$ cat src/rtl/tthbif_tx_tap_cal.sv
// Tap calibration sequencer for one HBIF TX lane: sweeps 16 flop/comb tap settings with PRBS7,
// then locks the centre of the longest passing window. Sweep = 16*(1+SETTLE+DWELL)+16 cycles.
module tthbif_tx_tap_cal #(
  parameter int SETTLE_CYC = 8,
  parameter int DWELL_CYC  = 64
) (
  input  logic        clk_i,
  input  logic        rst_ni,
  input  logic        cal_start_i,
  input  logic        manual_en_i,
  input  logic [1:0]  manual_comb_i,
  input  logic [1:0]  manual_flop_i,
  input  logic        tx_data_i,
  input  logic        chk_valid_i,
  input  logic        chk_err_i,
  output logic        lane_tx_o,
  output logic [1:0]  comb_tap_sel_o,
  output logic [1:0]  flop_tap_sel_o,
  output logic        cal_busy_o,
  output logic        cal_done_o,
  output logic        cal_fail_o,
  output logic [15:0] pass_map_o
);

  typedef enum logic [2:0] {IDLE, APPLY, SETTLE, DWELL, SCAN, DONE, FAIL} state_t;

  localparam logic [15:0] SETTLE_LAST = 16'(SETTLE_CYC - 1);
  localparam logic [15:0] DWELL_LAST  = 16'(DWELL_CYC - 1);

  state_t      state, state_nx;
  logic [3:0]  idx, scan_idx, locked, result;
  logic [15:0] cnt;
  logic [6:0]  lfsr;
  logic        err, saw_valid;
  logic [4:0]  run_len, best_len, run_len_nx, best_len_nx;
  logic [3:0]  run_start, best_start, run_start_nx, best_start_nx;
  logic        sweeping, start_ok, sample_err;

  assign sweeping   = (state == APPLY) || (state == SETTLE) || (state == DWELL) || (state == SCAN);
  assign start_ok   = cal_start_i && !manual_en_i &&
                      ((state == IDLE) || (state == DONE) || (state == FAIL));
  assign sample_err = chk_valid_i && chk_err_i;
  assign lane_tx_o  = cal_busy_o ? lfsr[6] : tx_data_i;

  // Longest-run tracker; strict '>' keeps the earliest of equal-length runs.
  always_comb begin
    run_start_nx  = run_start;
    run_len_nx    = run_len;
    best_start_nx = best_start;
    best_len_nx   = best_len;
    if (pass_map_o[scan_idx]) begin
      if (run_len == 5'd0) run_start_nx = scan_idx;
      run_len_nx = run_len + 5'd1;
      if (run_len_nx > best_len) begin
        best_len_nx   = run_len_nx;
        best_start_nx = run_start_nx;
      end
    end else begin
      run_len_nx = 5'd0;
    end
    result = best_start_nx + 4'((best_len_nx - 5'd1) >> 1);
  end

  always_comb begin
    state_nx = state;
    case (state)
      IDLE, DONE, FAIL: if (start_ok) state_nx = APPLY;
      APPLY:            state_nx = SETTLE;
      SETTLE:           if (cnt == SETTLE_LAST) state_nx = DWELL;
      DWELL:            if (cnt == DWELL_LAST) state_nx = (idx == 4'd15) ? SCAN : APPLY;
      SCAN:             if (scan_idx == 4'd15) state_nx = (best_len_nx == 5'd0) ? FAIL : DONE;
      default:          state_nx = IDLE;
    endcase
    if (manual_en_i && sweeping) state_nx = IDLE;
  end

  always_ff @(posedge clk_i) begin
    if (!rst_ni) begin
      state          <= IDLE;
      idx            <= 4'd0;
      scan_idx       <= 4'd0;
      locked         <= 4'd0;
      cnt            <= 16'd0;
      lfsr           <= 7'h7F;
      err            <= 1'b0;
      saw_valid      <= 1'b0;
      run_len        <= 5'd0;
      best_len       <= 5'd0;
      run_start      <= 4'd0;
      best_start     <= 4'd0;
      comb_tap_sel_o <= 2'd0;
      flop_tap_sel_o <= 2'd0;
      cal_busy_o     <= 1'b0;
      cal_done_o     <= 1'b0;
      cal_fail_o     <= 1'b0;
      pass_map_o     <= 16'd0;
    end else begin
      state <= state_nx;

      if (start_ok) begin
        idx        <= 4'd0;
        pass_map_o <= 16'd0;
        cal_done_o <= 1'b0;
        cal_fail_o <= 1'b0;
        cal_busy_o <= 1'b1;
        lfsr       <= 7'h7F;
        locked     <= 4'd0;
      end else if (cal_busy_o) begin
        lfsr <= {lfsr[5:0], lfsr[6] ^ lfsr[5]};
      end

      case (state)
        APPLY: begin
          cnt       <= 16'd0;
          err       <= 1'b0;
          saw_valid <= 1'b0;
        end
        SETTLE: cnt <= (cnt == SETTLE_LAST) ? 16'd0 : cnt + 16'd1;
        DWELL: begin
          cnt       <= cnt + 16'd1;
          err       <= err | sample_err;
          saw_valid <= saw_valid | chk_valid_i;
          if (cnt == DWELL_LAST) begin
            pass_map_o[idx] <= !(err || sample_err) && (saw_valid || chk_valid_i);
            idx        <= idx + 4'd1;
            scan_idx   <= 4'd0;
            run_len    <= 5'd0;
            best_len   <= 5'd0;
            run_start  <= 4'd0;
            best_start <= 4'd0;
          end
        end
        SCAN: begin
          scan_idx   <= scan_idx + 4'd1;
          run_len    <= run_len_nx;
          best_len   <= best_len_nx;
          run_start  <= run_start_nx;
          best_start <= best_start_nx;
          if (state_nx == DONE) begin
            cal_busy_o <= 1'b0;
            cal_done_o <= 1'b1;
            locked     <= result;
          end else if (state_nx == FAIL) begin
            cal_busy_o <= 1'b0;
            cal_fail_o <= 1'b1;
            locked     <= 4'd0;
          end
        end
        default: ;
      endcase

      if (manual_en_i && sweeping) cal_busy_o <= 1'b0;

      // Manual override wins over everything, including an in-flight sweep.
      if (manual_en_i) begin
        flop_tap_sel_o <= manual_flop_i;
        comb_tap_sel_o <= manual_comb_i;
      end else begin
        case (state)
          APPLY:      {flop_tap_sel_o, comb_tap_sel_o} <= idx;
          IDLE, DONE: {flop_tap_sel_o, comb_tap_sel_o} <= locked;
          FAIL:       {flop_tap_sel_o, comb_tap_sel_o} <= 4'd0;
          SCAN: begin
            if (state_nx == DONE)      {flop_tap_sel_o, comb_tap_sel_o} <= result;
            else if (state_nx == FAIL) {flop_tap_sel_o, comb_tap_sel_o} <= 4'd0;
          end
          default: ;
        endcase
      end
    end
  end

endmodule

$ cat config.mk
export PLATFORM = sky130hd
export DESIGN_NAME = tthbif_tx_tap_cal
export DESIGN_NICKNAME = d
export VERILOG_FILES = /design/src/rtl/tthbif_tx_tap_cal.sv
export SDC_FILE = /design/constraint.sdc
export NUM_CORES = 1
export LEC_CHECK = 0
export ABC_AREA = 0
export CAP_MARGIN = 5
export CORE_MARGIN = 2
export CORE_UTILIZATION = 55
export CTS_BUF_LIST = sky130_fd_sc_hd__clkbuf_2
export DETAILED_ROUTE_END_ITERATION = 10
export GPL_TIMING_DRIVEN = 0
export PLACE_DENSITY = 0.83
export SLEW_MARGIN = 20
export SYNTH_ARGS = -nofsm -noshare
export SYNTH_HDL_FRONTEND = slang
export SYNTH_SLANG_ARGS = --single-unit
$ cat constraint.sdc
create_clock -name clk_i -period 4.36 [get_ports clk_i]
set_input_delay 0.654 -clock clk_i [delete_from_list [all_inputs] [get_ports clk_i]]
set_output_delay 0.654 -clock clk_i [all_outputs]
set_load 0.01 [all_outputs]
==> results of run 1 <==
-- cell type report --
class	instances	share of cell area [%]
plain buffers	24	2.00
clock inverters	3	1.24
well taps	102	2.43
flip-flops and latches	81	31.0
inverters	24	1.71
multi-input cells	415	52.3
repair buffers	45	8.05
clock buffers	13	1.24
-- through the flow --
stage | area, µm² | setup WS [ns] | cells
floorplan | 4490 | 0.00961 | 545
global placement | 4950 | -0.409 | 681
detailed placement | 4960 | -0.625 | 681
CTS | 5180 | 0.00367 | 702
global route | 5260 | -0.0909 | 707
finish | 5260 | 0.126 | 707
-- routing by layer --
metal / GRT usage [%] / vias to the layer above
met3: 6.98 / 25
met4: 8.33 / 0
met1: 30.4 / 1967
met2: 43.8 / 134
met5: 0 / -
li1: - / 2014
-- sequential cells by signal, indices dropped and copies added, names as in the netlist --
| name | cells |
|---|---|
| cal_done_o | 1 |
| lfsr | 7 |
| flop_tap_sel_o | 2 |
| best_start | 4 |
| locked | 4 |
| cal_fail_o | 1 |
| cnt | 16 |
| scan_idx | 4 |
| best_len | 5 |
| run_len | 5 |
| state | 3 |
| idx | 4 |
| err | 1 |
| comb_tap_sel_o | 2 |
| cal_busy_o | 1 |
| pass_map_o | 16 |
| saw_valid | 1 |
| run_start | 4 |
-- synthesized netlist by cell type (5+ instances only) --
| library cell | instances |
|---|---|
| clkbuf_1 | 23 |
| a21o_1 | 5 |
| dfxtp_1 | 81 |
| nor2b_1 | 8 |
| nand4_1 | 6 |
| a21boi_0 | 6 |
| nand2_1 | 73 |
| and2_1 | 12 |
| a21oi_1 | 13 |
| nor2_1 | 58 |
| mux2i_1 | 19 |
| o21a_1 | 16 |
| nand3_1 | 19 |
| inv_1 | 24 |
| o211ai_1 | 7 |
| xnor2_1 | 13 |
| and3_1 | 22 |
| ha_1 | 17 |
| a31oi_1 | 5 |
| xor2_1 | 14 |
| o21ai_0 | 39 |
| nor3_1 | 6 |
-- report_power, final --
group	switching, W	internal, W	total (W)
Combinational	0.0000632	0.0000419	0.000105
Sequential	0.00000683	0.000748	0.000755
Clock	0.000250	0.000199	0.000449
Total	0.000320	0.000989	0.00131
-- critical path, cell delays in order, from the launching register on --
cell and delay [ns]:
dfxtp_4 0.45, nand3_1 0.15, xor2_2 0.26, inv_1 0.07, ha_1 0.31, and3_4 0.21
a221o_1 0.20, a21oi_4 0.08, a311oi_4 0.26, clkbuf_8 0.22, mux2i_4 0.26, ha_4 0.17
xnor2_1 0.11, ha_1 0.25, a21o_1 0.18, a21o_1 0.21, or4_1 0.40, o2111ai_1 0.10
xnor2_1 0.16, o21ai_0 0.11
-- cells by family after synthesis --
group	after synthesis
simple gates	229
compound gates	115
flops	81
buf+inv	49
xor+xnor	27
mux	26
fa+ha+maj	18
-- timing repair --
item / in CTS / in global routing
pin swaps: 4 / 6
gates resized for setup: 14 / 6
setup buffers: 6 / 5
endpoints found under the setup margin: 11 / 2
hold buffers: 0 / 0
-- worst max path at each step --
stage / startpoint / endpoint / slack (ns) / cells past startpoint
3_3_place_gp: run_len[0] / locked[3] / -0.41 / 19
2_1_floorplan: run_len[2] / flop_tap_sel_o[1] / 0.01 / 20
3_5_place_dp: run_len[2] / locked[3] / -0.62 / 20
6_report: run_len[0] / locked[3] / 0.13 / 19
4_1_cts: run_len[0] / locked[3] / 0.004 / 19
5_1_grt: run_len[0] / locked[3] / -0.09 / 19
==> results.cfg, run 1 <==
[outcome]
status = complete, no violations

[route]
dr_wl_met2_mm = 5.51
topRoutingLayerUsed = met4
drt_wl_total_mm = 11.3
drt_iter0_markers = 309
drc_errors = 0
firstDrtPassIters = 5
vias = 4140
drt-wirelength-per-cell_um = 16.0
postRouteAntennaNets = 0
routed-wl-met3_um = 574
avgViaCountPerCell = 5.86
met1_length_mm = 4.95

[sta]
period_share_pct = 97.1
period_minus_slack_ns = 4.23
slew_viol_final = 0
worst_pin_slew_ns = 0.858
max_freq_ghz = 0.236
finalSetupViolCount = 0
tns_ns = 0
finalHoldViolCount = 0
skew_ns = 0.0340
holdWs_ns = 0.483
max_slew_margin_pct = 42.3

[synthesis]
yosysTopAreaCell = dfxtp_1
synth_ff_type = dfxtp_1
synth-seq-cells = 81
synth.top_cell.area_share_pct = 36.2
synth_adder_area_share_pct = 5.19
synth_simple_gate_area_share_pct = 24.9
ys_types = 58
syn_nets = 574
yosys_warnings = 0
ys_top_cells_by_area = dfxtp_1 36%, nand2_1 6.1%, nor2_1 4.9%
async_flop_share_pct = 0
syn_inst = 545
synthesis.area_um2 = 4480
synth_compound_area_share_pct = 17.1
syn_avg_cell_area_um2 = 8.22
seq_area_frac_synth_pct = 36.2
synth_edf_count = 0
synth_top_family_by_area = simple AND/OR/NAND/NOR gates
yosys.area_share.xor_xnor_pct = 5.28
muxShareOfSynthArea_pct = 7.09

[finish]
layout-drive-gt1-share_pct = 9.92
regArea_um2 = 1630
nets = 629
final_cell_mix = 78 x dfxtp_1, 73 x nand2_1, 58 x nor2_1, 37 x o21ai_0, 34 x clkdlybuf4s50_1
num-fill-cells = 644
diodes = 0
post-route-util_pct = 67.3
multi_input_area_um2 = 2750
final_common_cell = dfxtp_1
areaGrowthSynthToFinish_pct = 17.3

[grt]
track_usage_pct = 25.4
grt_pass1_vias = 3894
grt_pass1_wl_mm = 17.9
gr-total-overflow = 0
grt_max_degree = 13
antenna_found_initial = 0

[clock_network]
cts_root_buf = clkbuf_2
htreeDepth = 3
clk_pin_slew_ns = 0.22
numCtsBuffers = 9
cts_tree = yes
clockBufferDepth = 2
clk_latency_ns = 0.53
cts_sinks = 81

[placement]
dp_hpwl_mm = 8.02
io_buffer_count = 34
routabilityCongestion = 0.926

[setup_path]
r2r_cells = 19
arrival_ns = 4.68
endpoint_kind = flip-flop
r2r_start = run_len[0]
crit_type = flip-flop to flip-flop
r2r_setup_slack_ns = 0.13
start_kind = flip-flop
cp.required_ns = 4.81
crit_fanout = 7
regToRegEndpoint = locked[3]

[power]
p_leak_nw = 1.99
p_total_w = 0.00131
ir_drop_mv = 0.173
power-per-cell-area_nw_per_um2 = 249

[hold_path]
hold_path_class = flip-flop to flip-flop
hold_path.startpoint = cal_done_o
holdPathEnd = cal_done_o
hold_depth = 2

[floorplanning]
die_area_um2 = 8880
die_x_um = 94.3
top_level_ports = 35
placementRows = 32
start_util_pct = 57.4
die_h_um = 94.3
coreArea_um2 = 7810

[job]
cap_violations = 0
Note: power is estimated with default switching activity, not from simulation.
==> inputs of run 2 (changes only) <==
--- a/config.mk
+++ b/config.mk
@@ -6,13 +6,13 @@
 export NUM_CORES = 1
 export LEC_CHECK = 0
 export ABC_AREA = 0
-export CAP_MARGIN = 5
 export CORE_MARGIN = 2
 export CORE_UTILIZATION = 55
 export CTS_BUF_LIST = sky130_fd_sc_hd__clkbuf_2
 export DETAILED_ROUTE_END_ITERATION = 10
 export GPL_TIMING_DRIVEN = 0
 export PLACE_DENSITY = 0.83
+export RECOVER_POWER = 50
 export SLEW_MARGIN = 20
 export SYNTH_ARGS = -nofsm -noshare
 export SYNTH_HDL_FRONTEND = slang
==> constraint.sdc (replaced) <==
create_clock -name clk_i -period 4.36 [get_ports clk_i]
set_input_delay 0.872 -clock clk_i [delete_from_list [all_inputs] [get_ports clk_i]]
set_output_delay 0.872 -clock clk_i [all_outputs]
set_load 0.01 [all_outputs]
==> run 2 against run 1 <==
  * Sequential cell count did not move
  * Fmax fell by 0.29%
  * Final cell count did not move
  * Global-route usage did not move
  * Worst setup slack got worse by 0.012 ns
  * Via count rose by 0.27%
  * Clock-buffer cell count did not move
  * Combinational power barely moved
  * Utilization fell by 0.16 points
  * Critical path type unchanged
  * Critical endpoint unchanged
==> results.cfg, run 2 (same netlist as run 1, synthesis figures left out) <==
[setup_path]
r2r_cells = 19
r2r_start = run_len[0]
cp_slowest_cell = dfxtp_4
crit_type = flip-flop to flip-flop
crit_fanout = 7
slowest_delay_ns = 0.45
endpoint_kind = flip-flop
start_kind = flip-flop
arrival_ns = 4.70
r2r_setup_slack_ns = 0.11
regToRegEndpoint = locked[3]
cp.required_ns = 4.81
path_cells = nand3_1, xor2_2, inv_1, ha_1, and3_4, a221o_1, a21oi_4, a311oi_4, clkbuf_8, mux2i_4, ha_4, xnor2_1, ha_1, a21o_1, a21o_1, or4_1, o2111ai_1, xnor2_1, o21ai_0

[finish]
num-fill-cells = 648
layout-drive-gt1-share_pct = 9.59
final_cell_mix = 78 x dfxtp_1, 73 x nand2_1, 58 x nor2_1, 38 x o21ai_0
top_regs = cnt: 16 flops, pass_map_o: 16 flops, lfsr: 7 flops
regArea_um2 = 1630
final_common_cell = dfxtp_1
nets = 629
multi_input_area_um2 = 2740
diodes = 0
stdcell_area_um2 = 5240
areaGrowthSynthToFinish_pct = 17.0

[route]
avgViaCountPerCell = 5.87
drt_iter0_markers = 297
drt_wl_total_mm = 11.4
drc_errors = 0
firstDrtPassIters = 5
vias = 4151
postRouteAntennaNets = 0
drt-wirelength-per-cell_um = 16.1

[power]
comb_power_share_pct = 7.9
switchingPower_w = 0.000323
ir_drop_mv = 0.173
switching_share_pct = 24.7
intPower_w = 0.000988
p_leak_nw = 2.07
clkPwrFrac_pct = 34.5
power-per-cell-area_nw_per_um2 = 250
seqPwrFrac_pct = 57.6

[placement]
post_dp_cell_area_um2 = 4960
io_buffer_count = 34
dp_hpwl_mm = 8.02
routabilityCongestion = 0.926

[clock_network]
numCtsBuffers = 9
cts_tree = yes
htreeDepth = 3
clockBufferDepth = 2
clk_latency_ns = 0.54
cts_hold_buf = 0
cts_root_buf = clkbuf_2
clk_pin_slew_ns = 0.22
cts_sinks = 81

[sta]
max_slew_margin_pct = 2.75
slew_viol_final = 0
period_minus_slack_ns = 4.25
finalSetupViolCount = 0
period_share_pct = 97.4
tns_ns = 0
worst_pin_slew_ns = 1.45
max_freq_ghz = 0.236
skew_ns = 0.0353
finalHoldViolCount = 0

[grt]
grtUsageMet1_pct = 30.4
track_usage_pct = 25.4
use_met2_pct = 43.8
grt_pass1_wl_mm = 17.9
antenna_found_initial = 0
grt_max_degree = 13
gr-total-overflow = 0
use_met3_pct = 6.98
grt_pass1_vias = 3894
grt_most_used_layer = met2

[floorplanning]
coreArea_um2 = 7810
die_x_um = 94.3
start_util_pct = 57.4
top_level_ports = 35
placementRows = 32
die_area_um2 = 8880
die_h_um = 94.3

[hold_path]
hold_path_class = flip-flop to flip-flop
hold_depth = 2
holdPathEnd = cal_done_o
hold_path.startpoint = cal_done_o

[job]
cap_violations = 0

[outcome]
status = complete, no violations
==> run 2: cell types whose count changed in the layout (fill, tap and decap cells not counted) <==
cell             change
nor4_2               -2
nor4_1               +2
o21ai_0              +1
o21ai_1              -1
dlygate4sd3_1       +24
clkdlybuf4s50_1     -24
and2_1               -1
and2_0               +1
==> run 2: final cells by class <==
class,instances,area share [%]
Timing Repair Buffer,45,8.07
Clock buffer,13,1.24
Multi-Input combinational cell,415,52.2
Clock inverter,3,1.24
Sequential cell,81,31.1
Inverter,24,1.72
Tap cell,102,2.43
Buffer,24,2.00
==> run 2: how the worst max path moves through the flow <==
stage / startpoint / end / cells after the start
final: run_len[0] / locked[3] / 19
after floorplan: run_len[2] / flop_tap_sel_o[1] / 20
after CTS: run_len[0] / locked[3] / 19
after global placement: run_len[0] / locked[3] / 19
after global routing: run_len[0] / locked[3] / 19
after detailed placement: run_len[2] / locked[3] / 20
==> run 2: timing repair <==
action / CTS / global route
setup endpoints to repair: 11 / 2
pin swaps: 4 / 6
setup buffers: 6 / 5
resized for setup: 14 / 6
gates cloned: 0 / 0
==> run 2: layer usage <==
layer	vias to the layer above	share of wire (%)
met5	-	0
met4	0	2.7
met3	29	5.1
met2	136	49
met1	1972	44
li1	2014	-
==> run 2: power by group through the flow <==
| stage | clock [W] | combinational (W) | sequential [W] |
|---|---|---|---|
| floorplan | 0 | 0.0000617 | 0.000771 |
| global placement | 0 | 0.000102 | 0.000771 |
| detailed placement | 0 | 0.000104 | 0.000771 |
| CTS | 0.000459 | 0.000104 | 0.000755 |
| global route | 0.000490 | 0.000112 | 0.000757 |
| finish | 0.000452 | 0.000104 | 0.000755 |
==> run 2: worst max-delay path: cells and delay by family (launching register included) <==
| kind | cells | cell delay [ns] |
|---|---|---|
| XOR/XNOR | 3 | 0.53 |
| flip-flops | 1 | 0.45 |
| AND/OR/NAND/NOR | 3 | 0.76 |
| adder cells (fa/ha/maj) | 3 | 0.73 |
| AO/OA/AOI/OAI | 7 | 1.15 |
| multiplexers | 1 | 0.26 |
| buffers and inverters | 2 | 0.29 |
==> run 2: metrics by stage <==
stage	setup WS [ns]	cells	util, %	hold WS, ns	total power (W)
finish	0.114	707	67.1	0.481	0.00131
global placement	-0.409	681	63.4	0.449	0.000873
global route	-0.0909	707	67.1	0.515	0.00136
detailed placement	-0.625	681	63.5	0.462	0.000875
CTS	0.00367	702	66.4	0.485	0.00132
floorplan	0.00961	545	-	0.437	0.000832
